<file path="src/rtl/wide_param_pattern_gen_if.sv">
// Stream interface for wide_param_pattern_gen: valid/ready word channel plus framing flags.
// The generator drives through the master modport; the sink uses the slave modport.
interface wide_param_pattern_gen_if #(
  parameter int CHUNK_W = 32,
  parameter int IDX_W   = 4
);
  logic               out_valid;
  logic               out_ready;
  logic [CHUNK_W-1:0] out_data;
  logic               out_first;
  logic               out_last;
  logic [IDX_W-1:0]   chunk_idx;

  modport master (
    output out_valid, out_data, out_first, out_last, chunk_idx,
    input  out_ready
  );

  modport slave (
    input  out_valid, out_data, out_first, out_last, chunk_idx,
    output out_ready
  );
endinterface

</file>
<file path="src/rtl/wide_param_pattern_gen.sv">
// Streams a wide parameter pattern as CHUNK_W words, LSB chunk first, for repeat_cnt+1 passes.
// Optional macro WIDE_PATGEN_PARITY_EN adds out_parity and run_parity outputs.
module wide_param_pattern_gen #(
  parameter int                   PATTERN_W = 256,
  parameter int                   CHUNK_W   = 32,
  parameter logic [PATTERN_W-1:0] PATTERN   = '0,
  parameter int                   REPEAT_W  = 8,
  parameter int                   MODE      = 0,
  localparam int                  NUM_CHUNKS = PATTERN_W / CHUNK_W,
  localparam int                  IDX_W      = $clog2(NUM_CHUNKS) + 1
) (
  input  logic                  clk,
  input  logic                  rst_n,
  input  logic                  start,
  input  logic [REPEAT_W-1:0]   repeat_cnt,
  input  logic                  abort,
  output logic                  busy,
  output logic                  done,
`ifdef WIDE_PATGEN_PARITY_EN
  output logic                  out_parity,
  output logic                  run_parity,
`endif
  wide_param_pattern_gen_if.master stream
);

  if ((CHUNK_W < 1) || (CHUNK_W > PATTERN_W) || (PATTERN_W % CHUNK_W != 0)) begin : g_bad_width
    $error("wide_param_pattern_gen: PATTERN_W must be a nonzero multiple of CHUNK_W");
  end

  typedef enum logic [1:0] {
    ST_IDLE   = 2'd0,
    ST_STREAM = 2'd1,
    ST_DONE   = 2'd2
  } state_e;

  localparam logic [IDX_W-1:0] LAST_IDX = IDX_W'(NUM_CHUNKS - 1);

  state_e                state_q, state_d;
  logic [PATTERN_W-1:0]  pass_q, pass_d;
  logic [PATTERN_W-1:0]  shift_q, shift_d;
  logic [REPEAT_W-1:0]   passes_left_q, passes_left_d;
  logic [IDX_W-1:0]      chunk_idx_q, chunk_idx_d;
  logic                  handshake;
`ifdef WIDE_PATGEN_PARITY_EN
  logic                  out_parity_q, out_parity_d;
  logic                  run_parity_q, run_parity_d;
`endif

  // Pattern applied between passes; MODE is elaboration-time so only one arm survives.
  function automatic logic [PATTERN_W-1:0] next_pass(input logic [PATTERN_W-1:0] p);
    if (MODE == 1) begin
      return (p << 1) | (p >> (PATTERN_W - 1));
    end else if (MODE == 2) begin
      return ~p;
    end
    return p;
  endfunction

  assign handshake = (state_q == ST_STREAM) && stream.out_ready;

  always_comb begin
    // NOTE: every signal gets a default first so no path leaves it unassigned (no latch).
    state_d       = state_q;
    pass_d        = pass_q;
    shift_d       = shift_q;
    passes_left_d = passes_left_q;
    chunk_idx_d   = chunk_idx_q;
`ifdef WIDE_PATGEN_PARITY_EN
    run_parity_d  = run_parity_q;
`endif
    unique case (state_q)
      ST_IDLE: begin
        if (start && !abort) begin
          pass_d        = PATTERN;
          shift_d       = PATTERN;
          passes_left_d = repeat_cnt;
          chunk_idx_d   = '0;
          state_d       = ST_STREAM;
`ifdef WIDE_PATGEN_PARITY_EN
          run_parity_d  = 1'b0;
`endif
        end
      end
      ST_STREAM: begin
        if (handshake) begin
`ifdef WIDE_PATGEN_PARITY_EN
          run_parity_d = run_parity_q ^ (^shift_q[CHUNK_W-1:0]);
`endif
          if (chunk_idx_q != LAST_IDX) begin
            shift_d     = shift_q >> CHUNK_W;
            chunk_idx_d = chunk_idx_q + IDX_W'(1);
          end else if (passes_left_q != '0) begin
            // Back-to-back pass reload keeps out_valid high with no bubble.
            pass_d        = next_pass(pass_q);
            shift_d       = next_pass(pass_q);
            passes_left_d = passes_left_q - REPEAT_W'(1);
            chunk_idx_d   = '0;
          end else begin
            state_d = ST_DONE;
          end
        end
      end
      ST_DONE: state_d = ST_IDLE;
      default: state_d = ST_IDLE;
    endcase
    if (abort) begin
      state_d = ST_IDLE;
    end
`ifdef WIDE_PATGEN_PARITY_EN
    out_parity_d = ^shift_d[CHUNK_W-1:0];
`endif
  end

  always_ff @(posedge clk) begin
    // NOTE: state registers use non-blocking assignments so every flop samples pre-edge values.
    if (!rst_n) begin
      state_q       <= ST_IDLE;
      pass_q        <= '0;
      shift_q       <= '0;
      passes_left_q <= '0;
      chunk_idx_q   <= '0;
`ifdef WIDE_PATGEN_PARITY_EN
      out_parity_q  <= 1'b0;
      run_parity_q  <= 1'b0;
`endif
    end else begin
      state_q       <= state_d;
      pass_q        <= pass_d;
      shift_q       <= shift_d;
      passes_left_q <= passes_left_d;
      chunk_idx_q   <= chunk_idx_d;
`ifdef WIDE_PATGEN_PARITY_EN
      out_parity_q  <= out_parity_d;
      run_parity_q  <= run_parity_d;
`endif
    end
  end

  assign busy             = (state_q == ST_STREAM);
  assign done             = (state_q == ST_DONE);
  assign stream.out_valid = busy;
  assign stream.out_data  = shift_q[CHUNK_W-1:0];
  assign stream.chunk_idx = chunk_idx_q;
  assign stream.out_first = busy && (chunk_idx_q == '0);
  assign stream.out_last  = busy && (chunk_idx_q == LAST_IDX) && (passes_left_q == '0);
`ifdef WIDE_PATGEN_PARITY_EN
  assign out_parity = out_parity_q;
  assign run_parity = done && run_parity_q;
`endif

endmodule

</file>
<file path="src/flat_wrapper.sv">
// flat-port wrapper written by rule: the top's interface ports become plain ports
module wide_param_pattern_gen_flat 
#(
  parameter int                   PATTERN_W = 256,
  parameter int                   CHUNK_W   = 32,
  parameter logic [PATTERN_W-1:0] PATTERN   = '0,
  parameter int                   REPEAT_W  = 8,
  parameter int                   MODE      = 0,
  localparam int                  NUM_CHUNKS = PATTERN_W / CHUNK_W,
  localparam int                  IDX_W      = $clog2(NUM_CHUNKS) + 1
)
  (clk, rst_n, start, repeat_cnt, abort, busy, done, stream_out_valid, stream_out_data, stream_out_first, stream_out_last, stream_chunk_idx, stream_out_ready);
  wide_param_pattern_gen_if #(.CHUNK_W(CHUNK_W)) stream_i ();
  input  logic clk;
  input  logic rst_n;
  input  logic start;
  input  logic [REPEAT_W-1:0] repeat_cnt;
  input  logic abort;
  output logic busy;
  output logic done;
  output wire logic [$bits(stream_i.out_valid)-1:0] stream_out_valid;
  output wire logic [$bits(stream_i.out_data)-1:0] stream_out_data;
  output wire logic [$bits(stream_i.out_first)-1:0] stream_out_first;
  output wire logic [$bits(stream_i.out_last)-1:0] stream_out_last;
  output wire logic [$bits(stream_i.chunk_idx)-1:0] stream_chunk_idx;
  input wire logic [$bits(stream_i.out_ready)-1:0] stream_out_ready;
  assign stream_out_valid = stream_i.out_valid;
  assign stream_out_data = stream_i.out_data;
  assign stream_out_first = stream_i.out_first;
  assign stream_out_last = stream_i.out_last;
  assign stream_chunk_idx = stream_i.chunk_idx;
  assign stream_i.out_ready = stream_out_ready;
  wide_param_pattern_gen #(.PATTERN_W(PATTERN_W), .CHUNK_W(CHUNK_W), .PATTERN(PATTERN), .REPEAT_W(REPEAT_W), .MODE(MODE)) u_core (.clk(clk), .rst_n(rst_n), .start(start), .repeat_cnt(repeat_cnt), .abort(abort), .busy(busy), .done(done), .stream(stream_i));
endmodule
</file>
<file path="config.mk">
export PLATFORM = sky130hd
export DESIGN_NAME = wide_param_pattern_gen_flat
export DESIGN_NICKNAME = d
export VERILOG_FILES = /design/src/rtl/wide_param_pattern_gen_if.sv /design/src/rtl/wide_param_pattern_gen.sv /design/src/flat_wrapper.sv
export SDC_FILE = /design/constraint.sdc
export NUM_CORES = 1
export LEC_CHECK = 0
export CAP_MARGIN = 20
export CORE_ASPECT_RATIO = 0.5
export CORE_UTILIZATION = 41
export DETAILED_ROUTE_END_ITERATION = 10
export DONT_BUFFER_PORTS = 1
export GPL_TIMING_DRIVEN = 0
export SLEW_MARGIN = 20
export SYNTH_ARGS = -nofsm -noshare
export SYNTH_HDL_FRONTEND = slang
export SYNTH_SLANG_ARGS = --single-unit
</file>
<file path="constraint.sdc">
create_clock -name clk -period 2 [get_ports clk]
set_clock_uncertainty 0.1 [all_clocks]
set_input_delay 0.4 -clock clk [delete_from_list [all_inputs] [get_ports clk]]
set_output_delay 0.4 -clock clk [all_outputs]
set_load 0.01 [all_outputs]
</file>
==> metrics.yaml <==
clocking:
  numCtsBuffers: 3
  h-tree-depth: 1
  clock_latency_ns: 0.25
  cts-root-buf: "clkbuf_8"
  cts_tree: "yes"
  clkTransAtPathRegs_ns: 0.06
  holdBufCountCts: 0
  clock_path_buffers: 2
  clock_sinks: 14
place:
  port_buffers: 0
  dpl.hpwl_mm: 1.97
  routabilityCongestion: 0.744
  post-place-cells: 219
pwr:
  p_leak_nw: 0.709
  vdd_drop_max_v: 0.000198
  powerDensity_nw_per_um2: 499
route:
  post_drt_wl_per_cell_um: 12.0
  ant_nets: 0
  drt_iter0_drc: 69
  drc_errors: 0
  vias: 1080
  dr.pass1.iters: 4
  via_per_inst: 4.82
  routed_wl_mm: 2.68
cells_and_area:
  diodes: 0
  nets: 206
  final_cells: 224
  area_growth_pct: 22.9
  drive_gt1_frac: 0.348
worst_setup_path:
  cp.depth: 4
  path_max_fanout: 6
  worstPathRequired_ns: 1.50
  critical-path-slowest-cell: "dfxtp_2"
  startpoint_type: "flop"
  rr_worst_depth: 8
  cp.buffers_inverters: 0
  path_cells: "ha_1 -> and3b_1 -> nand3_2 -> nor2_2"
  worst_ep_arrival_time_ns: 1.44
  critical_path_class: "flop to output pin"
  crit_family: "simple AND/OR/NAND/NOR gates"
  endpoint_kind: "output pin"
  cpPeakStageDelay_ns: 0.41
yosys:
  synth_cell_type_count: 41
  synth_top_cells_by_count: "34 x buf_4, 17 x a21oi_1, 14 x dfxtp_1, 10 x nand2_1, 9 x inv_1"
  synth_edf_count: 0
  synth.most_common_cell: "buf_4"
  synth_area_um2: 1230
  synth_top_cell_by_area: "dfxtp_1"
  synth_flop_cell: "dfxtp_1"
  synth_area_leaders: "dfxtp_1 23%, buf_4 21%, a21oi_1 6.9%"
  syn_avg_cell_area_um2: 8.15
  postSynthCellCount: 151
  yosys_warnings: 0
  ys_seq_area_frac: 0.228
  async_flop_share: 0
  yosys.area.top_type_share: 0.228
  ys_ff_latch: 14
timing:
  worst_slew_pin_slew_ns: 0.723
  fin_setup_tns_ns: 0
  finalCritPeriodShare: 0.970
  min_period_ns: 1.94
  rsz0062_at_grt: "true"
  slew_headroom: 0.513
  finalHoldViolCount: 0
  slew_violations: 0
  setup_violations: 0
  fmax_mhz: 515
floorplan:
  row_count: 13
  fp.dieW_um: 79.5
  start_util: 0.453
  core_um2: 2720
  die-area_um2: 3240
  ios: 54
  die_h_um: 40.7
global_route:
  overflow: 0
  antenna_found_initial: 0
  grt_first_pass_wirelength_mm: 4.02
  grt_pass1_vias: 889
  grt_max_degree: 12
  track_usage: 0.171
min_path:
  min_path_type: "input port to flop"
  holdPathStages: 1
run_status:
  status: "complete, no violations"
run:
  maxCapViolations: 0
placed cells by master (no fill, tap or decap), types with 2 or more instances in the layout:
cell type  instances
a211oi_1           2
a21oi_1           17
a31o_2             2
buf_4             35
buf_6              3
clkbuf_4           3
clkbuf_8           3
conb_1            32
dfxtp_1           10
dfxtp_2            3
ha_1               4
inv_1              9
mux2i_1            2
nand2_1           10
nand3_1            5
nand3b_1           2
nor2_1             7
nor3_1             3
nor4_1             2
nor4b_4            2
o32ai_2            5
area by class of cell:
type                            instances  area (um^2)
Multi-Input combinational cell        119          779
Timing Repair Buffer                    2         15.0
Sequential cell                        14          288
Inverter                                9         33.8
Fill cell                             273         1200
Clock buffer                            3         41.3
Buffer                                 40          308
Tap cell                               37         46.3
final timing paths:
path	start	to	slack (ns)
max reg2reg	u_core.passes_left_q[1]	u_core.passes_left_q[0]	0.08
max	u_core.stream.chunk_idx[0]	stream_out_last	0.06
min	abort	u_core.state_q[0]	0.12
min reg2reg	u_core.passes_left_q[7]	u_core.passes_left_q[7]	0.40
registers in the layout, summed over array words and instances, names as in the netlist:
signal                   cells
u_core.state_q               2
u_core.stream.chunk_idx      4
u_core.passes_left_q         8
through the flow:
step	power (mW)	setup slack, ns	utilization	hold slack [ns]	instance area (um^2)
final	0.754	0.0595	0.556	0.117	1510
after detailed placement	0.503	-0.0205	0.513	0.377	1390
after global placement	0.501	0.0182	0.513	0.369	1390
after global routing	0.797	-0.0556	0.556	0.113	1510
after floorplan	0.478	0.119	-	0.356	1350
after CTS	0.750	0.00117	0.541	0.117	1470
metal layers:
layer  vias up  wire [um]  global-route usage
li1        545          -                   -
met1       482       1180               0.201
met2        50       1220               0.306
met3         3        275              0.0711
met4         0          6              0.0273
met5         -          0                   0
kinds of logic after synthesis:
| group | after synthesis | synth area share |
|---|---|---|
| AOI/OAI and AO/OA | 37 | 0.237 |
| other | 1 | 0.00305 |
| and+or+nand+nor | 44 | 0.208 |
| DFF | 14 | 0.228 |
| muxes | 2 | 0.0163 |
| adders and majority gates | 4 | 0.0407 |
| buffers and inverters | 49 | 0.268 |
power by group:
| part | leakage (nW) | internal, mW | switching (mW) |
|---|---|---|---|
| Combinational | 0.572 | 0.100 | 0.106 |
| Sequential | 0.116 | 0.290 | 0.0168 |
| Clock | 0.0216 | 0.134 | 0.107 |
| Total | 0.709 | 0.524 | 0.230 |
what timing repair did:
action,4_1_cts,5_1_grt
endpoints found under the setup margin,8,9
pin swaps,0,2
gates resized for setup,9,9
setup buffers,0,2
Power figures use the tool's default switching activity.
